<file path="config.mk">
export PLATFORM = sky130hd
export DESIGN_NAME = instr_fetch_unit_flat
export DESIGN_NICKNAME = d
export VERILOG_FILES = /design/src/rtl/fetch_pkg.sv /design/src/rtl/instr_fetch_unit_if.sv /design/src/rtl/instr_fetch_unit_watchdog.sv /design/src/rtl/instr_fetch_unit.sv /design/src/flat_wrapper.sv
export SDC_FILE = /design/constraint.sdc
export NUM_CORES = 1
export LEC_CHECK = 0
export BUFFER_PORTS_ARGS = -buffer_cell sky130_fd_sc_hd__buf_2
export CAP_MARGIN = 20
export CORE_UTILIZATION = 44
export DETAILED_ROUTE_END_ITERATION = 10
export PLACE_DENSITY = 0.88
export SYNTH_ARGS = -nofsm -noshare
export SYNTH_HDL_FRONTEND = slang
export SYNTH_SLANG_ARGS = --single-unit
</file>
<file path="constraint.sdc">
create_clock -name CLK -period 1.75 [get_ports CLK]
set_input_delay 0.2625 -clock CLK [delete_from_list [all_inputs] [get_ports CLK]]
set_output_delay 0.2625 -clock CLK [all_outputs]
set_load 0.01 [all_outputs]
</file>
<file path="src/rtl/fetch_pkg.sv">
// fetch_pkg: shared types and widths for the instruction fetch unit.
package fetch_pkg;
  localparam int ADDR_W = 64;
  localparam int INSTR_W = 32;
  localparam logic [1:0] PC_ALIGN_MASK = 2'b11;
  typedef enum logic [1:0] {IDLE, FETCH, HOLD, FAULT} fetch_state_t;
endpackage

</file>
<file path="src/rtl/instr_fetch_unit_if.sv">
// instr_fetch_unit_if: fetch-unit bus to next-PC logic, consumer and instruction memory.
interface instr_fetch_unit_if;
  import fetch_pkg::*;
  logic [ADDR_W-1:0] NextPC;
  logic Stall;
  logic ImemAck;
  logic [INSTR_W-1:0] ImemData;
  logic ImemReq;
  logic [ADDR_W-1:0] ImemAddr;
  logic [ADDR_W-1:0] CurrentPC;
  logic [INSTR_W-1:0] Instruction;
  logic InstrValid;
  logic FetchFault;
  modport master (
    input NextPC, Stall, ImemAck, ImemData,
    output ImemReq, ImemAddr, CurrentPC, Instruction, InstrValid, FetchFault
  );
  modport slave (
    output NextPC, Stall, ImemAck, ImemData,
    input ImemReq, ImemAddr, CurrentPC, Instruction, InstrValid, FetchFault
  );
endinterface

</file>
<file path="src/rtl/instr_fetch_unit_watchdog.sv">
// fetch_watchdog: 8-bit ack-wait counter, expired when it reaches TIMEOUT-1.
module fetch_watchdog #(
  parameter int TIMEOUT = 16
) (
  input  logic CLK,
  input  logic Reset_L,
  input  logic clr_i,
  input  logic en_i,
  output logic expired_o
);
  logic [7:0] cnt_q, cnt_d;
  assign cnt_d = clr_i ? 8'd0 : en_i ? cnt_q + 8'd1 : cnt_q;
  always_ff @(posedge CLK)
    cnt_q <= !Reset_L ? 8'd0 : cnt_d;
  assign expired_o = cnt_q == 8'(TIMEOUT - 1);
endmodule

</file>
<file path="src/rtl/instr_fetch_unit.sv">
// instr_fetch_unit: PC register and request/ack fetch sequencer with misalign and timeout faults.
module instr_fetch_unit
  import fetch_pkg::*;
#(
  parameter logic [ADDR_W-1:0] RESET_PC = 64'h0,
  parameter int TIMEOUT = 16
) (
  input logic CLK,
  input logic Reset_L,
  instr_fetch_unit_if.master bus
);
  fetch_state_t state_q, state_d;
  logic [ADDR_W-1:0] pc_q, pc_d;
  logic [INSTR_W-1:0] instr_q, instr_d;
  logic expired, misalign, take_ack, advance;
  assign misalign = |(bus.NextPC[1:0] & PC_ALIGN_MASK);
  assign take_ack = state_q == FETCH && bus.ImemAck;
  assign advance = state_q == HOLD && !bus.Stall && !misalign;
  fetch_watchdog #(.TIMEOUT(TIMEOUT)) u_wd (
    .CLK(CLK),
    .Reset_L(Reset_L),
    .clr_i(state_q != FETCH || bus.ImemAck),
    .en_i(state_q == FETCH),
    .expired_o(expired)
  );
  always_ff @(posedge CLK) begin
    if (!Reset_L) begin
      state_q <= IDLE;
      pc_q <= RESET_PC;
      instr_q <= '0;
    end else begin
      state_q <= state_d;
      pc_q <= pc_d;
      instr_q <= instr_d;
    end
  end
  always_comb begin
    state_d = state_q == IDLE  ? FETCH :
              state_q == FETCH ? (bus.ImemAck ? HOLD : expired ? FAULT : FETCH) :
              state_q == HOLD  ? (bus.Stall ? HOLD : misalign ? FAULT : FETCH) :
                                 FAULT;
    pc_d = advance ? bus.NextPC : pc_q;
    instr_d = take_ack ? bus.ImemData : instr_q;
  end
  always_comb begin
    bus.ImemReq = state_q == FETCH;
    bus.InstrValid = state_q == HOLD;
    bus.FetchFault = state_q == FAULT;
    bus.CurrentPC = pc_q;
    bus.ImemAddr = pc_q;
    bus.Instruction = instr_q;
  end
endmodule

</file>
<file path="src/flat_wrapper.sv">
// flat-port wrapper written by rule: the top's interface ports become plain ports
module instr_fetch_unit_flat import fetch_pkg::*;
#(
  parameter logic [ADDR_W-1:0] RESET_PC = 64'h0,
  parameter int TIMEOUT = 16
)
  (CLK, Reset_L, bus_NextPC, bus_Stall, bus_ImemAck, bus_ImemData, bus_ImemReq, bus_ImemAddr, bus_CurrentPC, bus_Instruction, bus_InstrValid, bus_FetchFault);
  instr_fetch_unit_if bus_i ();
  input logic CLK;
  input logic Reset_L;
  input wire logic [$bits(bus_i.NextPC)-1:0] bus_NextPC;
  input wire logic [$bits(bus_i.Stall)-1:0] bus_Stall;
  input wire logic [$bits(bus_i.ImemAck)-1:0] bus_ImemAck;
  input wire logic [$bits(bus_i.ImemData)-1:0] bus_ImemData;
  output wire logic [$bits(bus_i.ImemReq)-1:0] bus_ImemReq;
  output wire logic [$bits(bus_i.ImemAddr)-1:0] bus_ImemAddr;
  output wire logic [$bits(bus_i.CurrentPC)-1:0] bus_CurrentPC;
  output wire logic [$bits(bus_i.Instruction)-1:0] bus_Instruction;
  output wire logic [$bits(bus_i.InstrValid)-1:0] bus_InstrValid;
  output wire logic [$bits(bus_i.FetchFault)-1:0] bus_FetchFault;
  assign bus_i.NextPC = bus_NextPC;
  assign bus_i.Stall = bus_Stall;
  assign bus_i.ImemAck = bus_ImemAck;
  assign bus_i.ImemData = bus_ImemData;
  assign bus_ImemReq = bus_i.ImemReq;
  assign bus_ImemAddr = bus_i.ImemAddr;
  assign bus_CurrentPC = bus_i.CurrentPC;
  assign bus_Instruction = bus_i.Instruction;
  assign bus_InstrValid = bus_i.InstrValid;
  assign bus_FetchFault = bus_i.FetchFault;
  instr_fetch_unit #(.RESET_PC(RESET_PC), .TIMEOUT(TIMEOUT)) u_core (.CLK(CLK), .Reset_L(Reset_L), .bus(bus_i));
endmodule
</file>
Word-level counts from Yosys, hierarchy flattened
Cells that the tools add are included.
{"block": "op_classes", "eq_ne": 5, "bitwise": 1, "reduce_logical": 10, "addsub": 1, "n_mux": 7}
{"op": "2-bit 2-to-1 mux", "n": 6}
{"op": "8-bit by 1-bit adder with 8-bit output (second input constant)", "n": 1}
{"op": "8-bit by 4-bit == test with 1-bit output (second input constant)", "n": 1}
{"op": "2-bit OR reduction", "n": 3}
{"op": "2-bit == test (second input constant)", "n": 2}
{"op": "1-bit logical AND", "n": 3}
{"op": "2-bit by 1-bit == test with 1-bit output (second input constant)", "n": 1}
{"op": "1-bit zero test", "n": 2}
{"op": "2-bit zero test", "n": 1}
{"op": "2-bit by 1-bit != test with 1-bit output (second input constant)", "n": 1}
{"op": "1-bit logical OR", "n": 1}
{"op": "1-bit 2-to-1 mux", "n": 1}
{"op": "1-bit inverter", "n": 1}
{"block": "word_totals", "reg_bits": 106, "inputBits": 100}

Logic depth before layout (Yosys ltp)
{"block": "depth", "depth_word": 6, "depth_mapped": 6, "ltp_nobuf": 4}

Cells and area by module
A second synthesis with hierarchy kept.
{"block": "hier_totals", "hier_cells": 532, "hier_area_um2": 4738.3}
{"mod": "instr_fetch_unit", "area_per_inst_um2": 4377.9, "instances": 1, "cells_per_inst": 492}
{"mod": "fetch_watchdog", "area_per_inst_um2": 360.3, "instances": 1, "cells_per_inst": 40}

Worst setup path before layout
Ideal clock, no wire load.
{"block": "synth_path", "kind": "flip-flop to flip-flop", "start": "register u_core.state_q[0]", "end": "register u_core.pc_q[45] (netlist: u_core.bus.CurrentPC[45])", "required_time_ns": 1.618, "stages_incl_launch_ff": 7, "synth_period_minus_slack_ns": 1.466, "n_path_buf": 3, "path_slack_ns": 0.284, "arrival_time_ns": 1.333, "path_cell_list": "dfxtp_1 > buf_6 > or4b_1 > buf_6 > buf_6 > o21ai_1 > a21oi_1"}
{"block": "synth_via", "elab_chain_len": 3}
{"element": "start, declared", "line": "instr_fetch_unit.sv:12", "source": "fetch_state_t state_q, state_d;"}
{"element": "start signal, assigned", "line": "instr_fetch_unit.sv:32", "source": "state_q <= state_d;"}
{"element": "2-bit == test", "line": "instr_fetch_unit.sv:18", "source": "assign advance = state_q == HOLD && !bus.Stall && !misalign;"}
{"element": "1-bit logical AND (2 in a row)", "line": "instr_fetch_unit.sv:18"}
{"element": "end signal, assigned", "line": "instr_fetch_unit.sv:33", "source": "pc_q <= pc_d;"}
{"element": "end, declared", "line": "instr_fetch_unit.sv:13", "source": "logic [ADDR_W-1:0] pc_q, pc_d;"}
No other way between the ends.
A chain may end at the register's enable or synchronous reset.

Final worst setup path
{"block": "layout_path", "start": "register u_core.state_q[0]", "end": "register u_core.pc_q[63] (netlist: u_core.bus.CurrentPC[63])"}
Same word-level chain as after synthesis.

==> impl_metrics.toml <==
[yosys]
synth_flop_cell = "dfxtp_1"
yosys-top-cells-count = "106 x dfxtp_1, 99 x a21oi_1, 68 x nand2_1"
synth_cell_types = 34
synth.most_common_cell = "dfxtp_1"
ys_seq_elements = 106
netlist.area_leader.share = 0.472
yosysWarnings = 0
synth_largest_area_cell = "dfxtp_1"
avgSynthCellArea_um2 = 8.28
syn_inst = 543
synthArstFlopShare = 0
synth_nets = 644
yosys-top-cells-area = "dfxtp_1 47%, a21oi_1 11%, buf_4 11%"
syn_area_um2 = 4500
yosysSeqAreaShare = 0.472
synth_enable_flop_cells = 0

[placement]
placedCellCount = 845
gp_congestion = 0.749
port_buffers = 262
hpwl_mm = 8.31
placed_cell_area_um2 = 5440

[floorplan]
fp.dieArea_um2 = 10600
die_w_um = 103
ios = 263
die_h_um = 103
std_cell_rows = 36
start_util = 0.458
fp.coreArea_um2 = 9820

[routing]
first_iter_violations = 94
wl_mm = 11.5
ant_nets = 0
avgRoutedWirePerCell_um = 13.4
via_per_inst = 4.98
vias = 4292
drc = 0
firstDrtPassIters = 4

[pwr]
power.leakage_nw = 2.68
vdd_ir_drop_max_v = 0.000492
power.density_nw_per_um2 = 806

[final_layout]
layoutNonFillerInstCount = 861
n_antenna_cell = 0
final_nets = 824
syn_to_final_growth_pct = 25.5
design_area_um2 = 5640
drive_above_1_share = 0.420

[sta]
final_hold_viol_count = 0
clock.fmax_ghz = 0.623
finalSetupViolations = 0
relSlewSlack = 0.717
finalSetupTns_ps = 0
period_needed_ps = 1600
worstMarginPinSlew_ps = 425
slew_violations = 0
clock_skew_ps = 7.61
rsz0062_at_grt = "false"
post-route-period-util = 0.917

[clock_tree]
cts_tree = "yes"
htree_levels = 3
cts_resized = 0
cts-root-buf = "clkbuf_8"
clk_pin_slew_ps = 100
numCtsBuffers = 9
insertion_delay_ps = 350
clock-sinks = 106
cts_setup_buffers = 0
cts_hold_buf = 0
cts_buffer_depth = 2

[grt]
grt_pass1_wl_mm = 16.9
grt_max_degree = 58
grt_pass1_vias = 3754
grt_overflow = 0
grt_antenna_before_repair = 0
grt_use_total = 0.204

[worst_setup_path]
arrival_ps = 1850
worstSetupStartpointType = "flop"
critical_path_class = "reg2reg"
worstPathRequired_ps = 1990
worst_r2r_endpoint = "u_core.bus.CurrentPC[63]"
reg2reg_slack_ps = 150
reg2reg_depth = 4
endpoint_kind = "flop"
crit-reg2reg-launch = "u_core.state_q[0]"
path_max_fanout = 25

[min_path]
min_to = "u_core.bus.Instruction[27]"
hold_path_class = "in2reg"
hold_path_startpoint = "bus_ImemData[27]"
min_path_cells = 3

[status]
status = "complete, no violations"

[job]
maxCapViolCount = 0
==> where the power goes <==
| part | internal, W | leakage, nW | switching [W] | total [W] |
|---|---|---|---|---|
| registers | 0.00247 | 0.858 | 0.0000294 | 0.00250 |
| clock network | 0.000710 | 0.0962 | 0.000842 | 0.00155 |
| logic | 0.000212 | 1.72 | 0.000286 | 0.000499 |
| total | 0.00339 | 2.68 | 0.00116 | 0.00455 |
==> worst max path at each step <==
| stage | cells past startpoint | slack (ps) | end | startpoint |
|---|---|---|---|---|
| 2_1_floorplan | 6 | 280 | u_core.bus.CurrentPC[45] | u_core.state_q[0] |
| 3_3_place_gp | 5 | 50 | u_core.bus.CurrentPC[2] | bus_NextPC[0] |
| 3_5_place_dp | 5 | 30 | u_core.bus.CurrentPC[63] | bus_NextPC[0] |
| 4_1_cts | 4 | 150 | u_core.bus.CurrentPC[63] | u_core.state_q[0] |
| 5_1_grt | 4 | 90 | u_core.bus.CurrentPC[63] | u_core.state_q[0] |
| 6_report | 4 | 150 | u_core.bus.CurrentPC[63] | u_core.state_q[0] |
==> per-stage QoR <==
stage	power (W)	setup slack [ps]	hold slack (ps)	utilization
2_1_floorplan	0.00282	284	398	-
3_3_place_gp	0.00305	52.7	438	0.554
3_5_place_dp	0.00305	27.8	443	0.554
4_1_cts	0.00460	147	107	0.575
5_1_grt	0.00475	88.0	106	0.575
6_report	0.00455	145	127	0.575
==> layout by cell type, fill, tap and decap left out, types with 4 or more instances in the layout <==
master / n
buf_2: 262
nand3_1: 64
clkbuf_8: 10
dfxtp_1: 106
a21oi_1: 99
o21ai_2: 6
or4_1: 4
buf_12: 5
o21ai_1: 54
buf_4: 11
nand2_1: 68
==> kinds of logic after synthesis <==
family | Yosys count | synth area share
buffers and inverters | 113 | 0.164
adders and majority gates | 1 | 0.00278
xor gates and xnor gates | 2 | 0.00390
AOI/OAI and AO/OA | 167 | 0.195
and+or+nand+nor | 154 | 0.163
DFF | 106 | 0.472
==> metal layers <==
layer / global-route usage / up-vias / routed length, um
met1: 0.229 / 1958 / 4770
met3: 0.0542 / 7 / 862
li1: - / 2153 / -
met4: 0.0715 / 0 / 101
met5: 0 / - / 0
met2: 0.371 / 174 / 5820
==> flip-flops by register name, indices dropped and copies added, names as in the netlist <==
| signal | count |
|---|---|
| u_core.bus.CurrentPC | 64 |
| u_core.bus.Instruction | 32 |
| u_core.u_wd.cnt_q | 8 |
| u_core.state_q | 2 |
==> critical path, stage by stage (launching register included) <==
cell and delay [ps]:
dfxtp_1 330, or4b_2 700, buf_12 200, o21ai_0 170, a21oi_1 80
==> area by class of cell <==
cell class | count | area [um2]
well taps | 133 | 166
inverters | 4 | 15.0
clock buffers | 11 | 141
clock inverters | 5 | 62.6
multi-input cells | 324 | 1640
repair buffers | 278 | 1490
flip-flops and latches | 106 | 2120
fillers | 927 | 4180
Power figures use the tool's default switching activity.
